File: src/rtl/audio_mix_seq_if.sv
// Bus bundle for the stereo mixer: source-side strobes and packed
// channel data in, mixed sample and status flags out.
interface audio_mix_seq_if #(
    parameter int NUM_CH = 4,
    parameter int IN_W   = 24,
    parameter int OUT_W  = 24,
    parameter int GAIN_W = 5
);
    logic                       next_sample;
    logic [NUM_CH*IN_W-1:0]     ch_left;
    logic [NUM_CH*IN_W-1:0]     ch_right;
    logic [NUM_CH*GAIN_W-1:0]   ch_gain;
    logic [NUM_CH-1:0]          ch_mute;
    logic                       overrun_clr;
    logic [OUT_W-1:0]           out_left;
    logic [OUT_W-1:0]           out_right;
    logic                       out_valid;
    logic                       clip_left;
    logic                       clip_right;
    logic                       busy;
    logic                       overrun;

    // Sound-source / controller side.
    modport master (
        output next_sample, ch_left, ch_right, ch_gain, ch_mute, overrun_clr,
        input  out_left, out_right, out_valid, clip_left, clip_right, busy, overrun
    );

    // Mixer side.
    modport slave (
        input  next_sample, ch_left, ch_right, ch_gain, ch_mute, overrun_clr,
        output out_left, out_right, out_valid, clip_left, clip_right, busy, overrun
    );
endinterface

File: src/rtl/audio_mix_seq.sv
// Time-multiplexed stereo mixer. On each next_sample strobe the channel
// inputs are snapshotted, one channel per clock is scaled by its Q.4 gain
// and accumulated (left and right in parallel), and the sum is shifted
// down by 4, saturated to OUT_W and presented as one registered sample.
module audio_mix_seq #(
    parameter int NUM_CH = 4,
    parameter int IN_W   = 24,
    parameter int OUT_W  = 24,
    parameter int GAIN_W = 5
) (
    input  logic              clk,
    input  logic              rst_n,
    audio_mix_seq_if.slave    bus
);
    localparam int ACC_W = IN_W + GAIN_W + $clog2(NUM_CH) + 1;
    localparam int IDX_W = (NUM_CH > 1) ? $clog2(NUM_CH) : 1;
    localparam int CMP_W = (ACC_W > OUT_W) ? ACC_W : OUT_W + 1;

    localparam logic [IDX_W-1:0] IDX_LAST = IDX_W'(NUM_CH - 1);
    localparam logic signed [CMP_W-1:0] MAX_C =
        {{(CMP_W-OUT_W+1){1'b0}}, {(OUT_W-1){1'b1}}};
    localparam logic signed [CMP_W-1:0] MIN_C =
        {{(CMP_W-OUT_W+1){1'b1}}, {(OUT_W-1){1'b0}}};

    typedef enum logic [1:0] {
        ST_IDLE  = 2'd0,
        ST_ACCUM = 2'd1,
        ST_SAT   = 2'd2
    } state_t;

    state_t state_r;
    state_t state_nx_s;

    logic [NUM_CH*IN_W-1:0]   left_r;
    logic [NUM_CH*IN_W-1:0]   right_r;
    logic [NUM_CH*GAIN_W-1:0] gain_r;
    logic [NUM_CH-1:0]        mute_r;
    logic [IDX_W-1:0]         idx_r;
    logic signed [ACC_W-1:0]  acc_left_r;
    logic signed [ACC_W-1:0]  acc_right_r;

    logic [OUT_W-1:0]         out_left_r;
    logic [OUT_W-1:0]         out_right_r;
    logic                     out_valid_r;
    logic                     clip_left_r;
    logic                     clip_right_r;
    logic                     busy_r;
    logic                     overrun_r;

    logic signed [IN_W-1:0]   cur_left_s;
    logic signed [IN_W-1:0]   cur_right_s;
    logic [GAIN_W-1:0]        cur_gain_s;
    logic                     cur_mute_s;
    logic signed [ACC_W-1:0]  gain_ext_s;
    logic signed [ACC_W-1:0]  left_ext_s;
    logic signed [ACC_W-1:0]  right_ext_s;
    logic signed [ACC_W-1:0]  term_left_s;
    logic signed [ACC_W-1:0]  term_right_s;
    logic [OUT_W:0]           sat_left_s;
    logic [OUT_W:0]           sat_right_s;

    // Drop the Q.4 fraction (floor) and clamp to the signed OUT_W range.
    // Result is {clip, sample}.
    function automatic logic [OUT_W:0] saturate(input logic signed [ACC_W-1:0] acc);
        logic signed [ACC_W-1:0] shifted;
        logic signed [CMP_W-1:0] wide;
        shifted = acc >>> 3'd4;
        wide    = CMP_W'(shifted);
        if (wide > MAX_C) begin
            saturate = {1'b1, MAX_C[OUT_W-1:0]};
        end else if (wide < MIN_C) begin
            saturate = {1'b1, MIN_C[OUT_W-1:0]};
        end else begin
            saturate = {1'b0, wide[OUT_W-1:0]};
        end
    endfunction

    // State register.
    always_ff @(posedge clk) begin
        if (!rst_n) begin
            state_r <= ST_IDLE;
        end else begin
            state_r <= state_nx_s;
        end
    end

    // Next-state logic: IDLE -> ACCUM (NUM_CH cycles) -> SAT -> IDLE.
    always_comb begin
        state_nx_s = state_r;
        case (state_r)
            ST_IDLE: begin
                if (bus.next_sample) begin
                    state_nx_s = ST_ACCUM;
                end else begin
                    state_nx_s = ST_IDLE;
                end
            end
            ST_ACCUM: begin
                if (idx_r == IDX_LAST) begin
                    state_nx_s = ST_SAT;
                end else begin
                    state_nx_s = ST_ACCUM;
                end
            end
            ST_SAT: begin
                state_nx_s = ST_IDLE;
            end
            default: begin
                state_nx_s = ST_IDLE;
            end
        endcase
    end

    // Per-channel scaled contribution for the channel selected by idx.
    // Gain is unsigned, so it is zero-extended before the signed multiply.
    always_comb begin
        cur_left_s   = left_r[idx_r*IN_W +: IN_W];
        cur_right_s  = right_r[idx_r*IN_W +: IN_W];
        cur_gain_s   = gain_r[idx_r*GAIN_W +: GAIN_W];
        cur_mute_s   = mute_r[idx_r];
        gain_ext_s   = {{(ACC_W-GAIN_W){1'b0}}, cur_gain_s};
        left_ext_s   = ACC_W'(cur_left_s);
        right_ext_s  = ACC_W'(cur_right_s);
        if (cur_mute_s) begin
            term_left_s  = {ACC_W{1'b0}};
            term_right_s = {ACC_W{1'b0}};
        end else begin
            term_left_s  = left_ext_s * gain_ext_s;
            term_right_s = right_ext_s * gain_ext_s;
        end
        sat_left_s  = saturate(acc_left_r);
        sat_right_s = saturate(acc_right_r);
    end

    // Snapshot, accumulate and output registers; a reset mid-mix simply
    // returns everything to zero, so the aborted sample never appears.
    always_ff @(posedge clk) begin
        if (!rst_n) begin
            left_r       <= {(NUM_CH*IN_W){1'b0}};
            right_r      <= {(NUM_CH*IN_W){1'b0}};
            gain_r       <= {(NUM_CH*GAIN_W){1'b0}};
            mute_r       <= {NUM_CH{1'b0}};
            idx_r        <= {IDX_W{1'b0}};
            acc_left_r   <= {ACC_W{1'b0}};
            acc_right_r  <= {ACC_W{1'b0}};
            out_left_r   <= {OUT_W{1'b0}};
            out_right_r  <= {OUT_W{1'b0}};
            out_valid_r  <= 1'b0;
            clip_left_r  <= 1'b0;
            clip_right_r <= 1'b0;
            busy_r       <= 1'b0;
        end else begin
            out_valid_r <= 1'b0;
            case (state_r)
                ST_IDLE: begin
                    if (bus.next_sample) begin
                        left_r      <= bus.ch_left;
                        right_r     <= bus.ch_right;
                        gain_r      <= bus.ch_gain;
                        mute_r      <= bus.ch_mute;
                        idx_r       <= {IDX_W{1'b0}};
                        acc_left_r  <= {ACC_W{1'b0}};
                        acc_right_r <= {ACC_W{1'b0}};
                        busy_r      <= 1'b1;
                    end
                end
                ST_ACCUM: begin
                    acc_left_r  <= acc_left_r + term_left_s;
                    acc_right_r <= acc_right_r + term_right_s;
                    idx_r       <= idx_r + IDX_W'(1);
                end
                ST_SAT: begin
                    out_left_r   <= sat_left_s[OUT_W-1:0];
                    out_right_r  <= sat_right_s[OUT_W-1:0];
                    clip_left_r  <= sat_left_s[OUT_W];
                    clip_right_r <= sat_right_s[OUT_W];
                    out_valid_r  <= 1'b1;
                    busy_r       <= 1'b0;
                end
                default: begin
                    busy_r <= 1'b0;
                end
            endcase
        end
    end

    // Sticky overrun: a strobe while a mix is in flight; setting beats clearing.
    always_ff @(posedge clk) begin
        if (!rst_n) begin
            overrun_r <= 1'b0;
        end else if (bus.next_sample && (state_r != ST_IDLE)) begin
            overrun_r <= 1'b1;
        end else if (bus.overrun_clr) begin
            overrun_r <= 1'b0;
        end else begin
            overrun_r <= overrun_r;
        end
    end

    assign bus.out_left   = out_left_r;
    assign bus.out_right  = out_right_r;
    assign bus.out_valid  = out_valid_r;
    assign bus.clip_left  = clip_left_r;
    assign bus.clip_right = clip_right_r;
    assign bus.busy       = busy_r;
    assign bus.overrun    = overrun_r;
endmodule

File: src/flat_wrapper.sv
// flat-port wrapper written by rule: the top's interface ports become plain ports
module audio_mix_seq_flat 
#(
    parameter int NUM_CH = 4,
    parameter int IN_W   = 24,
    parameter int OUT_W  = 24,
    parameter int GAIN_W = 5
)
  (clk, rst_n, bus_next_sample, bus_ch_left, bus_ch_right, bus_ch_gain, bus_ch_mute, bus_overrun_clr, bus_out_left, bus_out_right, bus_out_valid, bus_clip_left, bus_clip_right, bus_busy, bus_overrun);
  audio_mix_seq_if #(.NUM_CH(NUM_CH), .IN_W(IN_W), .OUT_W(OUT_W), .GAIN_W(GAIN_W)) bus_i ();
  input  logic clk;
  input  logic rst_n;
  input wire logic [$bits(bus_i.next_sample)-1:0] bus_next_sample;
  input wire logic [$bits(bus_i.ch_left)-1:0] bus_ch_left;
  input wire logic [$bits(bus_i.ch_right)-1:0] bus_ch_right;
  input wire logic [$bits(bus_i.ch_gain)-1:0] bus_ch_gain;
  input wire logic [$bits(bus_i.ch_mute)-1:0] bus_ch_mute;
  input wire logic [$bits(bus_i.overrun_clr)-1:0] bus_overrun_clr;
  output wire logic [$bits(bus_i.out_left)-1:0] bus_out_left;
  output wire logic [$bits(bus_i.out_right)-1:0] bus_out_right;
  output wire logic [$bits(bus_i.out_valid)-1:0] bus_out_valid;
  output wire logic [$bits(bus_i.clip_left)-1:0] bus_clip_left;
  output wire logic [$bits(bus_i.clip_right)-1:0] bus_clip_right;
  output wire logic [$bits(bus_i.busy)-1:0] bus_busy;
  output wire logic [$bits(bus_i.overrun)-1:0] bus_overrun;
  assign bus_i.next_sample = bus_next_sample;
  assign bus_i.ch_left = bus_ch_left;
  assign bus_i.ch_right = bus_ch_right;
  assign bus_i.ch_gain = bus_ch_gain;
  assign bus_i.ch_mute = bus_ch_mute;
  assign bus_i.overrun_clr = bus_overrun_clr;
  assign bus_out_left = bus_i.out_left;
  assign bus_out_right = bus_i.out_right;
  assign bus_out_valid = bus_i.out_valid;
  assign bus_clip_left = bus_i.clip_left;
  assign bus_clip_right = bus_i.clip_right;
  assign bus_busy = bus_i.busy;
  assign bus_overrun = bus_i.overrun;
  audio_mix_seq #(.NUM_CH(NUM_CH), .IN_W(IN_W), .OUT_W(OUT_W), .GAIN_W(GAIN_W)) u_core (.clk(clk), .rst_n(rst_n), .bus(bus_i));
endmodule
File: config.mk
export PLATFORM = sky130hd
export DESIGN_NAME = audio_mix_seq_flat
export DESIGN_NICKNAME = d
export VERILOG_FILES = /design/src/rtl/audio_mix_seq_if.sv /design/src/rtl/audio_mix_seq.sv /design/src/flat_wrapper.sv
export SDC_FILE = /design/constraint.sdc
export NUM_CORES = 1
export LEC_CHECK = 0
export BUFFER_PORTS_ARGS = -buffer_cell sky130_fd_sc_hd__buf_2
export CAP_MARGIN = 10
export CORE_MARGIN = 1
export CORE_UTILIZATION = 30
export CTS_CLUSTER_DIAMETER = 30
export DETAILED_ROUTE_END_ITERATION = 7
export PLACE_DENSITY = 0.44
export SYNTH_ARGS = -nofsm -noshare
export SYNTH_HDL_FRONTEND = slang
export SYNTH_SLANG_ARGS = --single-unit
export TNS_END_PERCENT = 30
File: constraint.sdc
create_clock -name clk -period 11.4 [get_ports clk]
set_input_delay 0.57 -clock clk [delete_from_list [all_inputs] [get_ports clk]]
set_output_delay 0.57 -clock clk [all_outputs]
set_load 0.03 [all_outputs]
* Yosys cells after proc, flatten, opt, wreduce, memory -nomap -nowiden
Index checks and enable logic that the tools add are counted.
** Word-level totals
- Register bits after elaboration :: 337
- Input port bits :: 220
- Word-level logic and storage cells :: 64
** Cells by class
- Add/subtract/negate cells :: 3
- Multiply operators :: 4
- Order comparisons :: 5
- Equal/unequal tests :: 4
- Shift-type cells :: 3
- Mux-type cells :: 21
- Bitwise logic cells :: 1
- Reduce and logical (&&, ||, !) cells :: 8
** Operators with widths (count)
- variable part select 96 x 8 -> 24 bit :: 2
- case mux 32 bit (2 select lines) :: 2
- 2-to-1 mux 25 bit :: 4
- 2-to-1 mux 32 bit :: 3
- adder 32 bit :: 2
- multiplier 24 x 6 -> 30 bit :: 2
- greater-than comparator 28 x 24 -> 1 bit, second input constant :: 2
- < comparator 28 x 24 -> 1 bit, second input constant :: 2
- variable part select 20 x 6 -> 5 bit :: 1
- case mux 2 bit (2 select lines) :: 2
- 2-to-1 mux 1 bit :: 6
- AND reduction 2 bit :: 3
- nonzero test 2 bit :: 3
- multiplier 2 x 3 -> 5 bit, second input constant :: 1
- equality test 2 bit, second input constant :: 2
- multiplier 2 x 2 -> 4 bit, second input constant :: 1
- 2-to-1 mux 2 bit :: 2
- < comparator 2 x 3 -> 1 bit, second input constant :: 1
- adder 2 x 1 -> 2 bit, second input constant :: 1
- binary-select mux 1 bit (select 2 bit) :: 1
- equality test 2 x 1 -> 1 bit, second input constant :: 1
- logical NOT 2 bit :: 1
- != test 2 bit, second input constant :: 1
- case mux 1 bit (2 select lines) :: 1
- other kinds (2) :: 2

* Depth between registers and ports, before layout
Gate-level depths: netlist of the first run.
- Depth in word-level cells :: 6
- Depth in mapped cells :: 32
- Mapped depth without buffers :: 29

* Worst setup path after synthesis of the first run
OpenSTA, ideal clock, no wires.
- Kind :: register -> register
- Start point :: register u_core.idx_r[0]
- End point :: register u_core.acc_left_r[31]
- Data arrival time :: 7.855 ns
- Slack :: 3.471 ns
- Cell stages (with the launch flop) :: 31
- Path buffers :: 2
- Period minus slack after synthesis :: 7.929 ns
- Path through :: dfxtp_1 > buf_1 > buf_1 > mux4_2 > and2_1 > fa_1 > inv_1 > fa_1 > fa_1 > inv_1 > ha_1 > nor2b_1 > o31a_1 > o31ai_1 > a31oi_1 > a21o_1 > a21o_1 > a21o_1 > a21oi_1 > xor2_1 > nor2_1 > ha_1 > o311ai_0 > a21oi_1 > o31a_1 > a211oi_2 > o21ai_0 > a211oi_1 > xor2_1 > a21oi_1 > o22ai_1
** On the way
- Longest elaborated chain between the ends :: 6
** Ends and longest elaborated chain
- start: declaration :: line audio_mix_seq.sv:38 : logic [IDX_W-1:0] idx_r;
- start signal: assignment :: line audio_mix_seq.sv:143 : idx_r <= {IDX_W{1'b0}};
- start signal: assignment :: line audio_mix_seq.sv:161 : idx_r <= {IDX_W{1'b0}};
- start signal: assignment :: line audio_mix_seq.sv:170 : idx_r <= idx_r + IDX_W'(1);
- multiplier 2 x 2 -> 4 bit or multiplier 2 x 3 -> 5 bit (tied branches) :: line audio_mix_seq.sv:117, audio_mix_seq.sv:119
- variable part select 96 x 8 -> 24 bit or variable part select 20 x 6 -> 5 bit (tied branches) :: line audio_mix_seq.sv:117, audio_mix_seq.sv:119
- multiplier 24 x 6 -> 30 bit :: line audio_mix_seq.sv:128 : term_left_s = left_ext_s * gain_ext_s;
- 2-to-1 mux 32 bit (*) :: line audio_mix_seq.sv:124 : if (cur_mute_s) begin
- adder 32 bit (*) :: line audio_mix_seq.sv:168 : acc_left_r <= acc_left_r + term_left_s;
- case mux 32 bit (2 select lines) (*) :: line audio_mix_seq.sv:154 : case (state_r)
- end signal: assignment :: line audio_mix_seq.sv:144 : acc_left_r <= {ACC_W{1'b0}};
- end signal: assignment :: line audio_mix_seq.sv:162 : acc_left_r <= {ACC_W{1'b0}};
- end signal: assignment :: line audio_mix_seq.sv:168
- end: declaration :: line audio_mix_seq.sv:39 : logic signed [ACC_W-1:0] acc_left_r;
Mark *: on every way between the ends. The rest lies on a longest branch, timed or not. The select of a mux whose other input is x is not followed.
A chain may end at the register's enable or synchronous reset.

* Worst setup path after layout of the first run
- Start point :: register u_core.idx_r[1]
- End point :: register u_core.acc_left_r[31]
Same word-level chain as after synthesis.

==> results.toml, run 1 <==
[power]
power_switching_mw = 1.16
cellLeakagePower_nw = 14.1
p_comb_share_pct = 11.8
pwr-share-seq_pct = 27.6
powerDensity_nw_per_um2 = 148
ir_worst_vdd_mv = 0.103
internal_power_mw = 3.46
clkPwrFrac_pct = 60.6
p_sw_share_pct = 25.0

[clock_tree]
hold_buffers = 0
cts_tree = "done"
post_cts_buffers = 0
cts-root-buf = "clkbuf_16"
cts_resized = 0
cts_buffer_depth = 3
clock-sinks = 337
cts-buffers-inserted = 92
htreeDepth = 3
cts.clk_slew.worst_paths_ps = 50
clk_latency_ps = 620

[floorplan]
io_pins = 273
num_rows = 106
core_area_sq_um = 83700
die_area_sq_um = 85900
start_util_pct = 30.4
die_y_microns = 293
die_w_microns = 293

[setup_path]
crit_slowest_cell = "dfxtp_2"
path_max_fanout = 48
critPathMaxStageDelay_ps = 780
start_kind = "flop"
rr_endpoint = "u_core.acc_left_r[31]"
ff2ff_path_depth = 29
worstPathRequired_ps = 11930
cp-end-kind = "flop"
ff2ff_setup_slack_ps = 2430
worstSetupPathType = "flop to flop"
r2r_start = "u_core.idx_r[1]"
worstPathArrival_ps = 9500

[placed_design]
dp_slack_ps = 2440
place_area_sq_um = 27700
hpwl_microns = 54800
place.gp.congestion = 0.821
io_buffers = 272

[outcome]
status = "finished clean"

[synth]
netlist_area_sq_um = 25400
synth_cells = 3034
synth_edf_count = 0
avgSynthCellArea_sq_um = 8.38
ys_seq_elements = 337
async_reset_ff_share_pct = 0
yosys.area.top_type_share_pct = 26.5
yosys_warnings = 0
synthTopCellsByArea = "dfxtp_1, fa_1, ha_1"
synthFlopType = "dfxtp_1"
ys_seq_area_share_pct = 26.5
synth_top_area_cell = "dfxtp_1"
post_synth_num_cell_types = 69
synthesis.nets = 3579

[drt]
ant_nets = 0
drt_iter0_markers = 1125
wl_per_cell_microns = 16.3
drc = 0
first_pass_iters = 5
num_vias = 20900
routed_wl_microns = 72900
drt-vias-per-instance = 4.69

[timing]
setup_tns_ps = 0
relSlewSlack_pct = 21.6
rsz0062_at_grt = "no"
max_freq_mhz = 112
finalClockSkew_ps = 33.6
setup_viol = 0
final.period_utilization_pct = 78.7
timing_hold_violations_final = 0
setup_ws_ps = 2430
worstMarginPinSlew_ps = 1180
fin_crit_ps = 8970
slew_violations = 0

[hold_path]
hold_depth = 3
hold_class = "primary input to flop"
hold_end = "u_core.right_r[14]"
min_from = "bus_ch_right[14]"

[global_route]
grt_usage_pct = 16.9
grt_remaining_overflow = 0
grt_pass1_wl_microns = 118000
grt_pass1_vias = 21400
antenna_found_initial = 0
grt_max_degree = 119

[final_layout]
design_area_sq_um = 31100
regArea_sq_um = 6750
utilization_pct = 37.2
fillers = 8578
area_delta_synth_final_pct = 22.5
multi_input_area_sq_um = 17100
drive_gt1_share_pct = 15.7
num-nets-final = 3798

[run]
drv_cap = 0
-- synth_stat cells (3+ instances only) --
master and number:
nor2_1 91, o21a_1 19, a211oi_1 19, and3b_1 3, a211o_1 6, nand3_1 43
nand2_1 578, nand3b_1 4, dfxtp_1 337, and2_1 253, a21o_1 50, mux4_2 54
o21bai_1 11, a31oi_1 12, a21boi_0 277, or2_2 6, o311ai_0 3, or3_1 6
fa_1 148, a21oi_1 88, buf_1 16, and3_1 10, xnor2_1 48, clkbuf_1 148
o211ai_1 9, ha_1 177, and4_1 4, xor2_1 46, nor4b_1 3, nor3_1 34
nand2b_1 22, o31ai_1 5, o31a_1 6, a22o_1 3, nor2b_1 26, inv_1 268
a22oi_1 3, nor4_1 5, nand4_1 11, o21ai_0 145
-- sequential cells by signal, summed over array words and instances (netlist names) --
register / cells
u_core.acc_left_r: 32
u_core.acc_right_r: 32
u_core.bus.busy: 1
u_core.bus.clip_left: 1
u_core.bus.clip_right: 1
u_core.bus.out_left: 24
u_core.bus.out_right: 24
u_core.bus.out_valid: 1
u_core.bus.overrun: 1
u_core.gain_r: 20
u_core.idx_r: 2
u_core.left_r: 96
u_core.mute_r: 4
u_core.right_r: 96
u_core.state_r: 2
-- power groups by stage --
stage	clock network, mW	logic, mW	registers, mW
floorplan	0	0.382	1.28
global placement	0	0.544	1.30
detailed placement	0	0.551	1.30
CTS	2.86	0.554	1.28
global route	2.93	0.619	1.28
finish	2.80	0.546	1.28
-- per-stage QoR --
stage | instances | hold WS, ps | power, mW
2_1_floorplan | 3034 | 440 | 1.66
3_3_place_gp | 4293 | 449 | 1.84
3_5_place_dp | 4293 | 456 | 1.85
4_1_cts | 4459 | 161 | 4.69
5_1_grt | 4459 | 191 | 4.83
6_report | 4460 | 203 | 4.62
-- worst max-delay path: cells and delay by family (launching register included) --
family                     cells  cell delay (ps)
AOI/OAI and AO/OA             15             3670
adders and majority gates      5             2040
DFF                            1              780
muxes                          1              780
buffers and inverters          3              670
and+or+nand+nor                3              530
xor gates and xnor gates       2              380
-- area by class of cell --
class	instances	share of cell area [%]
Antenna cell	1	0.00804
Timing Repair Buffer	289	4.80
Clock inverter	52	2.78
Tap cell	1134	4.56
Sequential cell	337	21.7
Clock buffer	114	8.14
Inverter	268	3.23
Multi-Input combinational cell	2265	54.8
-- metal layers --
layer | track usage [%] | up-vias | wire, microns
met4 | 4.07 | 0 | 1080
li1 | - | 10600 | -
met1 | 25.8 | 9887 | 39000
met2 | 24.9 | 406 | 30000
met5 | 0 | - | 0
met3 | 2.41 | 81 | 2840
-- cells by family (layout without fill, tap and decap cells) --
group | after synthesis | in the layout | synth area share (%)
AND/OR/NAND/NOR | 1107 | 1107 | 20.5
AO/OA/AOI/OAI | 685 | 685 | 18.2
flip-flops | 337 | 337 | 26.5
other | 0 | 1 | 0
multiplexers | 54 | 54 | 4.78
XOR/XNOR | 94 | 94 | 3.24
buffers and inverters | 432 | 723 | 6.38
adder cells (fa/ha/maj) | 325 | 325 | 20.4
-- cells in the final DEF, fill, tap and decap left out, types with 7 or more instances in the layout --
master / synthesis / routed
nand2_1: 578 / 577
dfxtp_1: 337 / 335
a21boi_0: 277 / 277
buf_2: 0 / 271
inv_1: 268 / 268
and2_1: 253 / 252
ha_1: 177 / 177
fa_1: 148 / 148
o21ai_0: 145 / 145
clkbuf_16: 0 / 93
nor2_1: 91 / 91
a21oi_1: 88 / 88
mux4_2: 54 / 54
a21o_1: 50 / 50
xnor2_1: 48 / 48
xor2_1: 46 / 46
nand3_1: 43 / 43
nor3_1: 34 / 34
nor2b_1: 26 / 26
nand2b_1: 22 / 20
bufinv_16: 0 / 20
o21a_1: 19 / 19
a211oi_1: 19 / 19
clkinv_2: 0 / 18
buf_4: 0 / 17
clkbuf_8: 0 / 13
a31oi_1: 12 / 12
nand4_1: 11 / 11
o21bai_1: 11 / 11
and3_1: 10 / 10
o211ai_1: 9 / 9
clkbuf_1: 148 / 8
clkinvlp_4: 0 / 7
-- how the worst max path moves through the flow --
stage | from | to | slack [ps] | cells after the start
5_1_grt | u_core.idx_r[0] | u_core.acc_left_r[31] | 1980 | 29
4_1_cts | u_core.idx_r[1] | u_core.acc_left_r[31] | 2420 | 29
2_1_floorplan | u_core.idx_r[0] | u_core.acc_left_r[31] | 3470 | 30
6_report | u_core.idx_r[1] | u_core.acc_left_r[31] | 2430 | 29
3_3_place_gp | u_core.idx_r[1] | u_core.acc_left_r[31] | 2560 | 29
3_5_place_dp | u_core.idx_r[1] | u_core.acc_left_r[31] | 2440 | 29
Note: power is estimated with default switching activity, not from simulation.
==> run 2, diff against run 1 <==
--- a/config.mk
+++ b/config.mk
@@ -5,6 +5,7 @@
 export SDC_FILE = /design/constraint.sdc
 export NUM_CORES = 1
 export LEC_CHECK = 0
+export ABC_AREA = 1
 export BUFFER_PORTS_ARGS = -buffer_cell sky130_fd_sc_hd__buf_2
 export CAP_MARGIN = 10
 export CORE_MARGIN = 1
==> constraint.sdc (replaced) <==
create_clock -name clk -period 8.5 [get_ports clk]
set_input_delay 0.425 -clock clk [delete_from_list [all_inputs] [get_ports clk]]
set_output_delay 0.425 -clock clk [all_outputs]
set_load 0.03 [all_outputs]
==> run 2 against run 1 <==
  * Wire length grew 17%
  * Synthesized cell count increased by 23%
  * Sequential share of layout area about the same
  * Via count grew 17%
  * Design area about the same
  * Largest cell class unchanged
  * Largest power group unchanged
==> results.toml, run 2 <==
[outcome]
status = "finished clean"

[timing]
final.period_utilization_pct = 86.7
timing_hold_violations_final = 0
slew_violations = 0
fin_crit_ps = 7370
setup_viol = 0
rsz0062_at_grt = "no"
setup_ws_ps = 1130
finalClockSkew_ps = 39.7
setup_tns_ps = 0
worstMarginPinSlew_ps = 1070
relSlewSlack_pct = 28.3
max_freq_mhz = 136

[hold_path]
min_from = "bus_ch_right[20]"
hold_class = "primary input to flop"

[floorplan]
core_area_sq_um = 84000
die_area_sq_um = 86400
die_w_microns = 294
num_rows = 106
start_util_pct = 30.5
die_y_microns = 294
io_pins = 273

[clock_tree]
post_cts_buffers = 0
cts_buffer_depth = 3
cts-buffers-inserted = 97
clock-sinks = 337
htreeDepth = 3
hold_buffers = 0
clk_latency_ps = 630
cts.clk_slew.worst_paths_ps = 40
cts_tree = "done"
cts-root-buf = "clkbuf_16"
cts_resized = 0

[placed_design]
place_inst = 4978
place.gp.congestion = 0.842
io_buffers = 272
dp_slack_ps = 1150
hpwl_microns = 64100

[power]
ir_worst_vdd_mv = 0.144
powerDensity_nw_per_um2 = 239
cellLeakagePower_nw = 14.4

[global_route]
grt_usage_pct = 20.1
grt_remaining_overflow = 0
antenna_found_initial = 2
grt_pass1_vias = 25300
grt_max_degree = 106
grt_pass1_wl_microns = 139000

[final_layout]
area_delta_synth_final_pct = 21.7
num_antenna_cells = 0
final_cell_mix = "nor2_1, nand2_1, inv_1"
fillers = 9218
drive_gt1_share_pct = 13.5
top_regs = "u_core.left_r x96, u_core.right_r x96"
utilization_pct = 37.1
num-nets-final = 4488
fin_cells = 5155
final_common_cell = "nor2_1"

[synth]
synthFlopType = "dfxtp_1"
synth_cells = 3720
post_synth_num_cell_types = 56
ys_seq_area_share_pct = 26.4
avgSynthCellArea_sq_um = 6.87
netlist_area_sq_um = 25600
yosys_warnings = 0
synth_commonest_cells = "nor2_1, nand2_1, inv_1"
synth_edf_count = 0
synthTopCellsByArea = "dfxtp_1, nor2_1, fa_1"
synth_most_common_cell = "nor2_1"
async_reset_ff_share_pct = 0
synth_top_area_cell = "dfxtp_1"
synthesis.nets = 4265
yosys.area.top_type_share_pct = 26.4
ys_seq_elements = 337

[drt]
drt_iter0_markers = 1227
drt-vias-per-instance = 4.74
first_pass_iters = 5
routed_wl_microns = 85600
drc = 0
wl_per_cell_microns = 16.6
ant_nets = 0
num_vias = 24400

[setup_path]
critPathMaxStageDelay_ps = 740
worstPathArrival_ps = 7900
path_common_cell = "nand2_1"
cp-end-kind = "flop"
worstSetupPathType = "flop to flop"
path_max_fanout = 46
crit_slowest_cell = "inv_2"
r2r_start = "u_core.idx_r[1]"
critPathLaunch = "u_core.idx_r[1]"
worstPathRequired_ps = 9020
start_kind = "flop"

[run]
drv_cap = 0
run 2: changes by cell type after synthesis, moves of 32 or more:
cell | previous run | this run
xor2_1 | 46 | 14
a21boi_0 | 277 | 1
a32o_1 | 0 | 36
nor2_1 | 91 | 837
a21oi_1 | 88 | 329
buf_2 | 0 | 40
xnor2_1 | 48 | 8
inv_1 | 268 | 401
a21o_1 | 50 | 16
clkbuf_1 | 148 | 107
o21ai_0 | 145 | 365
mux4_2 | 54 | 0
and2_1 | 253 | 0
run 2: metrics by stage:
| step | power [mW] | hold slack (ps) | cell area [sq um] |
|---|---|---|---|
| finish | 7.45 | 49.5 | 31100 |
| global route | 7.94 | 32.5 | 31100 |
| CTS | 7.57 | 14.2 | 31100 |
| detailed placement | 3.88 | 453 | 27800 |
| global placement | 3.88 | 453 | 27800 |
| floorplan | 3.28 | 444 | 25600 |
run 2: cell type report:
| class | count | area, sq um | area share, % |
|---|---|---|---|
| clock buffers | 139 | 2750 | 8.82 |
| clock inverters | 38 | 561 | 1.80 |
| inverters | 419 | 1580 | 5.09 |
| multi-input cells | 2791 | 16500 | 53.1 |
| flip-flops and latches | 337 | 6750 | 21.7 |
| well taps | 1134 | 1420 | 4.56 |
| repair buffers | 297 | 1550 | 4.98 |
run 2: worst max-delay path: cells and delay by family, from the launching register on:
family	cells	cell delay (ps)
fa+ha+maj	5	2170
buf+inv	8	1800
compound gates	10	1660
simple gates	12	1230
flops	1	370
run 2: where the power goes:
group / internal (mW) / total [mW] / switching (mW)
sequential: 1.71 / 1.79 / 0.0845
combinational: 0.677 / 2.03 / 1.35
clock: 2.55 / 3.63 / 1.08
run 2: worst paths after layout:
kind,endpoint,slack [ps],depth (start not counted)
worst max-delay path,u_core.acc_left_r[31],1130,35
worst min-delay path,u_core.right_r[20],50,3
worst max register to register,u_core.acc_left_r[31],1130,35
worst min register to register,u_core.bus.out_right[12],460,2
run 2: kinds of logic after synthesis:
| family | synth area share, % |
|---|---|
| AOI/OAI and AO/OA | 18.7 |
| adders and majority gates | 20.2 |
| and+or+nand+nor | 24.8 |
| DFF | 26.4 |
| xor gates and xnor gates | 0.754 |
| buffers and inverters | 9.12 |
run 2: metal layers:
layer | vias up | global-route usage (%) | part of all wire (%)
li1 | 12500 | - | -
met1 | 11500 | 24.6 | 44
met2 | 383 | 37.2 | 51
met3 | 95 | 2.58 | 3.0
met4 | 0 | 4.20 | 1.5
met5 | - | 0 | 0
